[src/rtl/multicycle_ctrl.sv]
// ---------------------------------------------------------------------------
// multicycle_ctrl
//
// Multicycle RV32I control unit. Steps every instruction through
// FETCH -> DECODE -> EXEC -> (MEM) -> (WB) and drives the datapath selects
// and enables from the current state and the instruction register fields.
// Supports the R, OP-IMM, LOAD, STORE, BRANCH, JAL, JALR, AUIPC and LUI
// classes. Memory handshakes may be guarded by a timeout. Unknown opcodes,
// reserved branch funct3 values and memory timeouts enter a sticky trap
// state that only reset leaves.
//
// Parameters
//   MEM_TIMEOUT  max cycles spent waiting on imem_ready/dmem_ready before a
//                trap is raised; 0 waits forever
//   CNT_W        width of retired_cnt (only used with PERF_CNT_EN)
//
// Optional build macro
//   PERF_CNT_EN  adds the retired_cnt output, a counter of pc_we pulses
//
// Ports
//   clk, rst_n   clock, asynchronous active-low reset
//   opcode       IR[6:0], held stable by the datapath after FETCH
//   funct3       IR[14:12]
//   funct7_5     IR[30]
//   alu_flags    [0] zero, [1] MSB, [2] overflow, [3] carry (no borrow)
//   imem_ready   instruction memory data valid
//   dmem_ready   data memory access complete
//   imem_re      instruction fetch request
//   ir_we        latch IR and pc_old
//   pc_we        update PC
//   pc_src       0 pc_old+4, 1 pc_old+imm, 2 ALU result
//   alu_a_src    0 rs1, 1 pc_old, 2 zero
//   alu_b_src    0 rs2, 1 imm
//   alu_cmd      0 ADD, 1 SUB, 2 AND, 3 OR, 4 XOR, 5 SLL, 6 SRL, 7 SRA,
//                8 SLT, 9 SLTU
//   d_mem_re     data read request
//   d_mem_we     data write request
//   rf_we        register file write
//   rf_src       0 ALU, 1 memory data, 2 pc_old+4
//   trap         sticky fault indicator
//   trap_cause   01 illegal instruction, 10 memory timeout
//   retired_cnt  retired instruction count (PERF_CNT_EN only)
// ---------------------------------------------------------------------------
module multicycle_ctrl #(
   parameter int MEM_TIMEOUT = 0,
   parameter int CNT_W       = 32
) (
   input  logic             clk,
   input  logic             rst_n,
   input  logic [6:0]       opcode,
   input  logic [2:0]       funct3,
   input  logic             funct7_5,
   input  logic [3:0]       alu_flags,
   input  logic             imem_ready,
   input  logic             dmem_ready,
   output logic             imem_re,
   output logic             ir_we,
   output logic             pc_we,
   output logic [1:0]       pc_src,
   output logic [1:0]       alu_a_src,
   output logic             alu_b_src,
   output logic [3:0]       alu_cmd,
   output logic             d_mem_re,
   output logic             d_mem_we,
   output logic             rf_we,
   output logic [1:0]       rf_src,
   output logic             trap,
   output logic [1:0]       trap_cause
`ifdef PERF_CNT_EN
   ,
   output logic [CNT_W-1:0] retired_cnt
`endif
);

   typedef enum logic [2:0] {
      S_FETCH,
      S_DECODE,
      S_EXEC,
      S_MEM,
      S_WB,
      S_TRAP
   } state_t;

   typedef enum logic [3:0] {
      CL_R,
      CL_OPIMM,
      CL_LOAD,
      CL_STORE,
      CL_BRANCH,
      CL_JAL,
      CL_JALR,
      CL_AUIPC,
      CL_LUI,
      CL_BAD
   } iclass_t;

   typedef enum logic [3:0] {
      ALU_ADD  = 4'd0,
      ALU_SUB  = 4'd1,
      ALU_AND  = 4'd2,
      ALU_OR   = 4'd3,
      ALU_XOR  = 4'd4,
      ALU_SLL  = 4'd5,
      ALU_SRL  = 4'd6,
      ALU_SRA  = 4'd7,
      ALU_SLT  = 4'd8,
      ALU_SLTU = 4'd9
   } alu_t;

   localparam logic [6:0] OP_R      = 7'b0110011;
   localparam logic [6:0] OP_OPIMM  = 7'b0010011;
   localparam logic [6:0] OP_LOAD   = 7'b0000011;
   localparam logic [6:0] OP_STORE  = 7'b0100011;
   localparam logic [6:0] OP_BRANCH = 7'b1100011;
   localparam logic [6:0] OP_JAL    = 7'b1101111;
   localparam logic [6:0] OP_JALR   = 7'b1100111;
   localparam logic [6:0] OP_AUIPC  = 7'b0010111;
   localparam logic [6:0] OP_LUI    = 7'b0110111;

   localparam logic [1:0] CAUSE_ILLEGAL = 2'b01;
   localparam logic [1:0] CAUSE_TIMEOUT = 2'b10;

   // The wait counter never has to hold more than MEM_TIMEOUT-1.
   localparam int TO_W = (MEM_TIMEOUT > 1) ? $clog2(MEM_TIMEOUT) : 1;

   state_t          state;
   iclass_t         iclass;
   alu_t            alu_op;
   logic            br_taken;
   logic            br_illegal;
   logic [TO_W-1:0] to_cnt;
   logic            to_hit;
   logic [1:0]      cause_q;

   logic flag_zero;
   logic flag_msb;
   logic flag_ovf;
   logic flag_carry;

   assign flag_zero  = alu_flags[0];
   assign flag_msb   = alu_flags[1];
   assign flag_ovf   = alu_flags[2];
   assign flag_carry = alu_flags[3];

   // Map the raw opcode onto an instruction class; anything outside the
   // RV32I base set is flagged so DECODE can trap on it.
   always_comb begin
      iclass = CL_BAD;
      case (opcode)
         OP_R:      iclass = CL_R;
         OP_OPIMM:  iclass = CL_OPIMM;
         OP_LOAD:   iclass = CL_LOAD;
         OP_STORE:  iclass = CL_STORE;
         OP_BRANCH: iclass = CL_BRANCH;
         OP_JAL:    iclass = CL_JAL;
         OP_JALR:   iclass = CL_JALR;
         OP_AUIPC:  iclass = CL_AUIPC;
         OP_LUI:    iclass = CL_LUI;
         default:   iclass = CL_BAD;
      endcase
   end

   // ALU operation for R and OP-IMM. funct7_5 selects SUB only for R-type,
   // since for ADDI that bit is part of the immediate; for shifts right it
   // selects SRA/SRAI in both classes.
   always_comb begin
      alu_op = ALU_ADD;
      case (funct3)
         3'b000: begin
            if ((iclass == CL_R) && funct7_5) begin
               alu_op = ALU_SUB;
            end
         end
         3'b001: alu_op = ALU_SLL;
         3'b010: alu_op = ALU_SLT;
         3'b011: alu_op = ALU_SLTU;
         3'b100: alu_op = ALU_XOR;
         3'b101: alu_op = funct7_5 ? ALU_SRA : ALU_SRL;
         3'b110: alu_op = ALU_OR;
         default: alu_op = ALU_AND;
      endcase
   end

   // Branch condition from the flags of rs1 - rs2. Signed less-than is
   // MSB xor overflow; unsigned less-than is a borrow, i.e. carry clear.
   always_comb begin
      br_taken   = 1'b0;
      br_illegal = 1'b0;
      case (funct3)
         3'b000:  br_taken = flag_zero;
         3'b001:  br_taken = ~flag_zero;
         3'b100:  br_taken = flag_msb ^ flag_ovf;
         3'b101:  br_taken = ~(flag_msb ^ flag_ovf);
         3'b110:  br_taken = ~flag_carry;
         3'b111:  br_taken = flag_carry;
         default: br_illegal = 1'b1;
      endcase
   end

   // The limit is reached on the last allowed waiting cycle; a ready seen in
   // that same cycle still completes the access.
   assign to_hit = (MEM_TIMEOUT > 0) && (to_cnt == TO_W'(MEM_TIMEOUT - 1));

   // State sequencing, the wait counter and the sticky trap cause. The
   // counter only advances while stalled in FETCH or MEM and restarts from
   // zero whenever the state changes.
   always_ff @(posedge clk or negedge rst_n) begin
      if (!rst_n) begin
         state   <= S_FETCH;
         to_cnt  <= '0;
         cause_q <= 2'b00;
      end else begin
         case (state)
            S_FETCH: begin
               if (imem_ready) begin
                  state  <= S_DECODE;
                  to_cnt <= '0;
               end else if (to_hit) begin
                  state   <= S_TRAP;
                  cause_q <= CAUSE_TIMEOUT;
                  to_cnt  <= '0;
               end else if (MEM_TIMEOUT > 0) begin
                  to_cnt <= to_cnt + 1'b1;
               end
            end
            S_DECODE: begin
               to_cnt <= '0;
               if (iclass == CL_BAD) begin
                  state   <= S_TRAP;
                  cause_q <= CAUSE_ILLEGAL;
               end else begin
                  state <= S_EXEC;
               end
            end
            S_EXEC: begin
               to_cnt <= '0;
               case (iclass)
                  CL_BRANCH: begin
                     if (br_illegal) begin
                        state   <= S_TRAP;
                        cause_q <= CAUSE_ILLEGAL;
                     end else begin
                        state <= S_FETCH;
                     end
                  end
                  CL_LOAD, CL_STORE: state <= S_MEM;
                  default:           state <= S_WB;
               endcase
            end
            S_MEM: begin
               if (dmem_ready) begin
                  state  <= (iclass == CL_LOAD) ? S_WB : S_FETCH;
                  to_cnt <= '0;
               end else if (to_hit) begin
                  state   <= S_TRAP;
                  cause_q <= CAUSE_TIMEOUT;
                  to_cnt  <= '0;
               end else if (MEM_TIMEOUT > 0) begin
                  to_cnt <= to_cnt + 1'b1;
               end
            end
            S_WB: begin
               state  <= S_FETCH;
               to_cnt <= '0;
            end
            S_TRAP: begin
               state  <= S_TRAP;
               to_cnt <= '0;
            end
            default: begin
               state  <= S_TRAP;
               to_cnt <= '0;
            end
         endcase
      end
   end

   // Datapath controls. Everything is forced to zero while reset is held,
   // because the state register already sits in FETCH during reset.
   always_comb begin
      imem_re    = 1'b0;
      ir_we      = 1'b0;
      pc_we      = 1'b0;
      pc_src     = 2'd0;
      alu_a_src  = 2'd0;
      alu_b_src  = 1'b0;
      alu_cmd    = ALU_ADD;
      d_mem_re   = 1'b0;
      d_mem_we   = 1'b0;
      rf_we      = 1'b0;
      rf_src     = 2'd0;
      trap       = 1'b0;
      trap_cause = 2'b00;
      if (rst_n) begin
         trap_cause = cause_q;
         case (state)
            S_FETCH: begin
               imem_re = 1'b1;
               ir_we   = imem_ready;
            end
            S_EXEC: begin
               case (iclass)
                  CL_R: begin
                     alu_cmd = alu_op;
                  end
                  CL_OPIMM: begin
                     alu_cmd   = alu_op;
                     alu_b_src = 1'b1;
                  end
                  CL_LOAD, CL_STORE, CL_JALR: begin
                     alu_b_src = 1'b1;
                  end
                  CL_AUIPC: begin
                     alu_a_src = 2'd1;
                     alu_b_src = 1'b1;
                  end
                  CL_LUI: begin
                     alu_a_src = 2'd2;
                     alu_b_src = 1'b1;
                  end
                  CL_BRANCH: begin
                     // A reserved funct3 traps without retiring, so no PC update.
                     if (!br_illegal) begin
                        alu_cmd = ALU_SUB;
                        pc_we   = 1'b1;
                        pc_src  = br_taken ? 2'd1 : 2'd0;
                     end
                  end
                  default: begin
                  end
               endcase
            end
            S_MEM: begin
               if (iclass == CL_LOAD) begin
                  d_mem_re = 1'b1;
               end else begin
                  d_mem_we = 1'b1;
                  pc_we    = dmem_ready;
               end
            end
            S_WB: begin
               rf_we = 1'b1;
               pc_we = 1'b1;
               case (iclass)
                  CL_LOAD: rf_src = 2'd1;
                  CL_JAL: begin
                     rf_src = 2'd2;
                     pc_src = 2'd1;
                  end
                  CL_JALR: begin
                     rf_src = 2'd2;
                     pc_src = 2'd2;
                  end
                  default: begin
                  end
               endcase
            end
            S_TRAP: begin
               trap = 1'b1;
            end
            default: begin
            end
         endcase
      end
   end

`ifdef PERF_CNT_EN
   // Every retired instruction produces exactly one pc_we pulse; pc_we is
   // never raised in TRAP, so the count freezes there.
   always_ff @(posedge clk or negedge rst_n) begin
      if (!rst_n) begin
         retired_cnt <= '0;
      end else if (pc_we) begin
         retired_cnt <= retired_cnt + 1'b1;
      end
   end
`else
   logic unused_cnt_w;
   assign unused_cnt_w = (CNT_W > 0);
`endif

endmodule

[config.mk]
export PLATFORM = sky130hd
export DESIGN_NAME = multicycle_ctrl
export DESIGN_NICKNAME = d
export VERILOG_FILES = /design/src/rtl/multicycle_ctrl.sv
export SDC_FILE = /design/constraint.sdc
export NUM_CORES = 1
export LEC_CHECK = 0
export CORE_MARGIN = 2
export CORE_UTILIZATION = 42
export CTS_BUF_LIST = sky130_fd_sc_hd__clkbuf_16
export CTS_CLUSTER_SIZE = 28
export DETAILED_ROUTE_END_ITERATION = 12
export GPL_TIMING_DRIVEN = 0
export PLACE_DENSITY = 0.87
export SLEW_MARGIN = 5
export SYNTH_ARGS = -nofsm -noshare
export SYNTH_HDL_FRONTEND = slang
export SYNTH_SLANG_ARGS = --single-unit
[constraint.sdc]
create_clock -name clk -period 2.7 [get_ports clk]
set_input_delay 0.27 -clock clk [delete_from_list [all_inputs] [get_ports clk]]
set_output_delay 0.27 -clock clk [all_outputs]
set_load 0.02 [all_outputs]
==> results of run 1 <==
## flip-flops by register name, indices dropped and copies added, names as in the netlist
register	flops
state	3
cause_q	1
## cells in the final DEF, fill, tap and decap left out, drive strengths merged, types with 3 or more instances in the layout
cell type and n:
a21oi 3, a31oi 3, and2 3, buf 4, clkbuf 5, clkdlybuf4s50 33, dfrtp 4, nand2 10
nand2b 7, nor2 9, nor3 7, nor3b 3, nor4 4, o21ai 4, or2 4
## per-layer routing
metal	routed length (um)	track usage (%)	share of wire [%]
met1	1010	28.7	46
met2	1100	32.5	50
met3	98	4.71	4.4
met4	0	2.22	0
met5	0	0	0
## cell type report
type	count	area (um^2)
sequential	4	100
timing repair buffer	36	364
inverter	3	12.5
fill	152	468
multi-input combinational	89	637
tap	25	31.3
buffer	6	38.8
clock buffer	3	75.1
## kinds of logic (layout without fill, tap and decap cells)
group	after synthesis	after routing	share of synthesized area [%]
AO/OA/AOI/OAI	24	24	23.9
other	1	1	0.491
XOR/XNOR	3	3	5.24
flip-flops	4	4	13.1
AND/OR/NAND/NOR	61	61	50.6
buffers and inverters	9	48	6.71
## report_power, final
| part | internal, W | switching [W] | total (W) |
|---|---|---|---|
| Clock | 0.000189 | 0.0000370 | 0.000226 |
| Combinational | 0.000100 | 0.000104 | 0.000204 |
| Sequential | 0.0000702 | 0.0000146 | 0.0000848 |
| Total | 0.000359 | 0.000155 | 0.000514 |
## how the worst max path moves through the flow
| stage | start | to | slack (ps) |
|---|---|---|---|
| after detailed placement | rst_n | rf_src[1] | -80 |
| after global routing | opcode[4] | alu_cmd[0] | -10 |
| after CTS | opcode[6] | pc_we | 10 |
| final | opcode[4] | alu_cmd[0] | 50 |
| after floorplan | state[0] | rf_src[1] | 670 |
| after global placement | rst_n | pc_src[0] | -50 |
## through the flow
stage,setup slack (ps),cells,utilization (%)
6_report,53.8,166,72.9
5_1_grt,-11.3,166,72.9
4_1_cts,12.3,166,71.2
3_5_place_dp,-75.2,163,67.0
3_3_place_gp,-51.7,163,67.0
2_1_floorplan,669,102,-
## synthesized netlist by cell type (2+ instances only)
cell      count  area (um^2)
nand2_1      10         37.5
nor2_1        9         33.8
nand2b_1      7         43.8
nor3_1        7         35.0
dfrtp_1       4          100
a21oi_1       3         15.0
a31oi_1       3         18.8
and2_1        3         18.8
nor4_2        3         37.5
or2_1         3         18.8
a211o_1       2         17.5
buf_4         2         15.0
clkbuf_1      2         7.51
nor2b_1       2         12.5
nor3b_1       2         15.0
o21ai_0       2         10.0
o21ai_1       2         10.0
xor2_1        2         17.5
## what timing repair did
action | 4_1_cts | 5_1_grt
buffers inserted | 0 | 0
gates resized for setup | 1 | 5
hold buffers | 0 | 0
setup endpoints to repair | 3 | 4
==> impl_metrics.tcl, run 1 <==
set metrics [dict create \
    io_pins 39 \
    crit_top_cell "clkdlybuf4s50_1" \
    crit_chain "clkdlybuf4s50_1, nor2b_1, a31oi_1, o221a_2, o21ai_1, clkdlybuf4s50_1" \
    worstPathMaxFanout 10 \
    vias_per_cell 5.46 \
    rows 15 \
    antenna_cells 0 \
    wire_per_inst_um 13.3 \
    synth.avg_cell_area_um2 7.49 \
    gp_congestion 0.792 \
    nets 162 \
    yosys_warnings 0 \
    clk_latency_ps 220 \
    layout_min_cycle_time_ps 2650 \
    hold_viol_final 0 \
    rr_worst_depth 4 \
    ys_ff_latch 4 \
    synthFlopType "dfrtp_1" \
    numClockSinks 4 \
    pwr_density_cell_nw_per_um2 409 \
    clk_pin_slew_ps 30 \
    ctsLongestPathBuffers 2 \
    cp-end-kind "primary output" \
    syn_inst 102 \
    start_util_pct 44.3 \
    async_flop_share_pct 100 \
    wl_mm 2.21 \
    port_buffers 36 \
    path_delay_family "buffers and inverters" \
    r2r_slack_ps 1260 \
    grt_pass1_vias 768 \
    setup_tns_ps 0 \
    htree_num_levels 1 \
    drc 0 \
    vias 906 \
    root_buffer "clkbuf_16" \
    die_x_um 46.7 \
    p_total_w 0.000514 \
    regToRegEndpoint "state[0]" \
    worstSetupStartpointType "input pin" \
    status "finished clean" \
    synth_edf_count 0 \
    rsz0062_at_grt "yes" \
    yosysUniqueCellTypes 52 \
    netlist_area_um2 764 \
    cts_buffers 3 \
    slew_violations 0 \
    core_area_um2 1730 \
    rr_startpoint "state[0]" \
    dp_hpwl_mm 1.68 \
    grt_pass1_wl_mm 3.28 \
    antenna_found_initial 0 \
    worstHoldPathType "input pin to async pin" \
    grt-ovfl-total 0 \
    p_leak_nw 0.498 \
    holdWs_ps 38.5 \
    vdd_drop_max_v 0.000761 \
    die_h_um 46.7 \
    first_pass_iters 4 \
    cp_slowest_cell "clkdlybuf4s50_1" \
    maxCapViolCount 0 \
    crit_type "input pin to primary output" \
    fin_worst_skew_ps 3.08 \
    grt_max_degree 11 \
    ant_nets 0 \
    min_period_over_period_pct 98.0 \
    grtUsageTotal_pct 20.3 \
    stdcell_area_um2 1260 \
    arrival_ps 2380 \
    ys_seq_area_share_pct 13.1 \
    cts_tree "yes" \
    drtIter0Drc 20 \
    synth_fp_nets 121 \
    place_area_um2 1160 \
    cpPeakStageDelay_ps 630 \
    cp.required_ps 2430 \
    crit_buf_inv 2 \
    fmax_mhz 378 \
    drive_gt1_share_pct 13.5 \
    finalSetupViolCount 0 \
    path_depth 6 \
    synthToLayoutAreaGrowth_pct 64.6 \
    die_area_um2 2180 \
]
Power figures use the tool's default switching activity.
==> run 2, diff against run 1 <==
- CAP_MARGIN: default -> 40
- SLEW_MARGIN: 5 -> default
==> results of run 2 <==
Final layout, timing and power as in run 1 (identical DEF).
==> run 3, diff against run 2 <==
- ABC_AREA: default -> 0
- SLEW_MARGIN: default -> 0
==> results of run 3 <==
Final layout, timing and power as in run 1 (identical DEF).
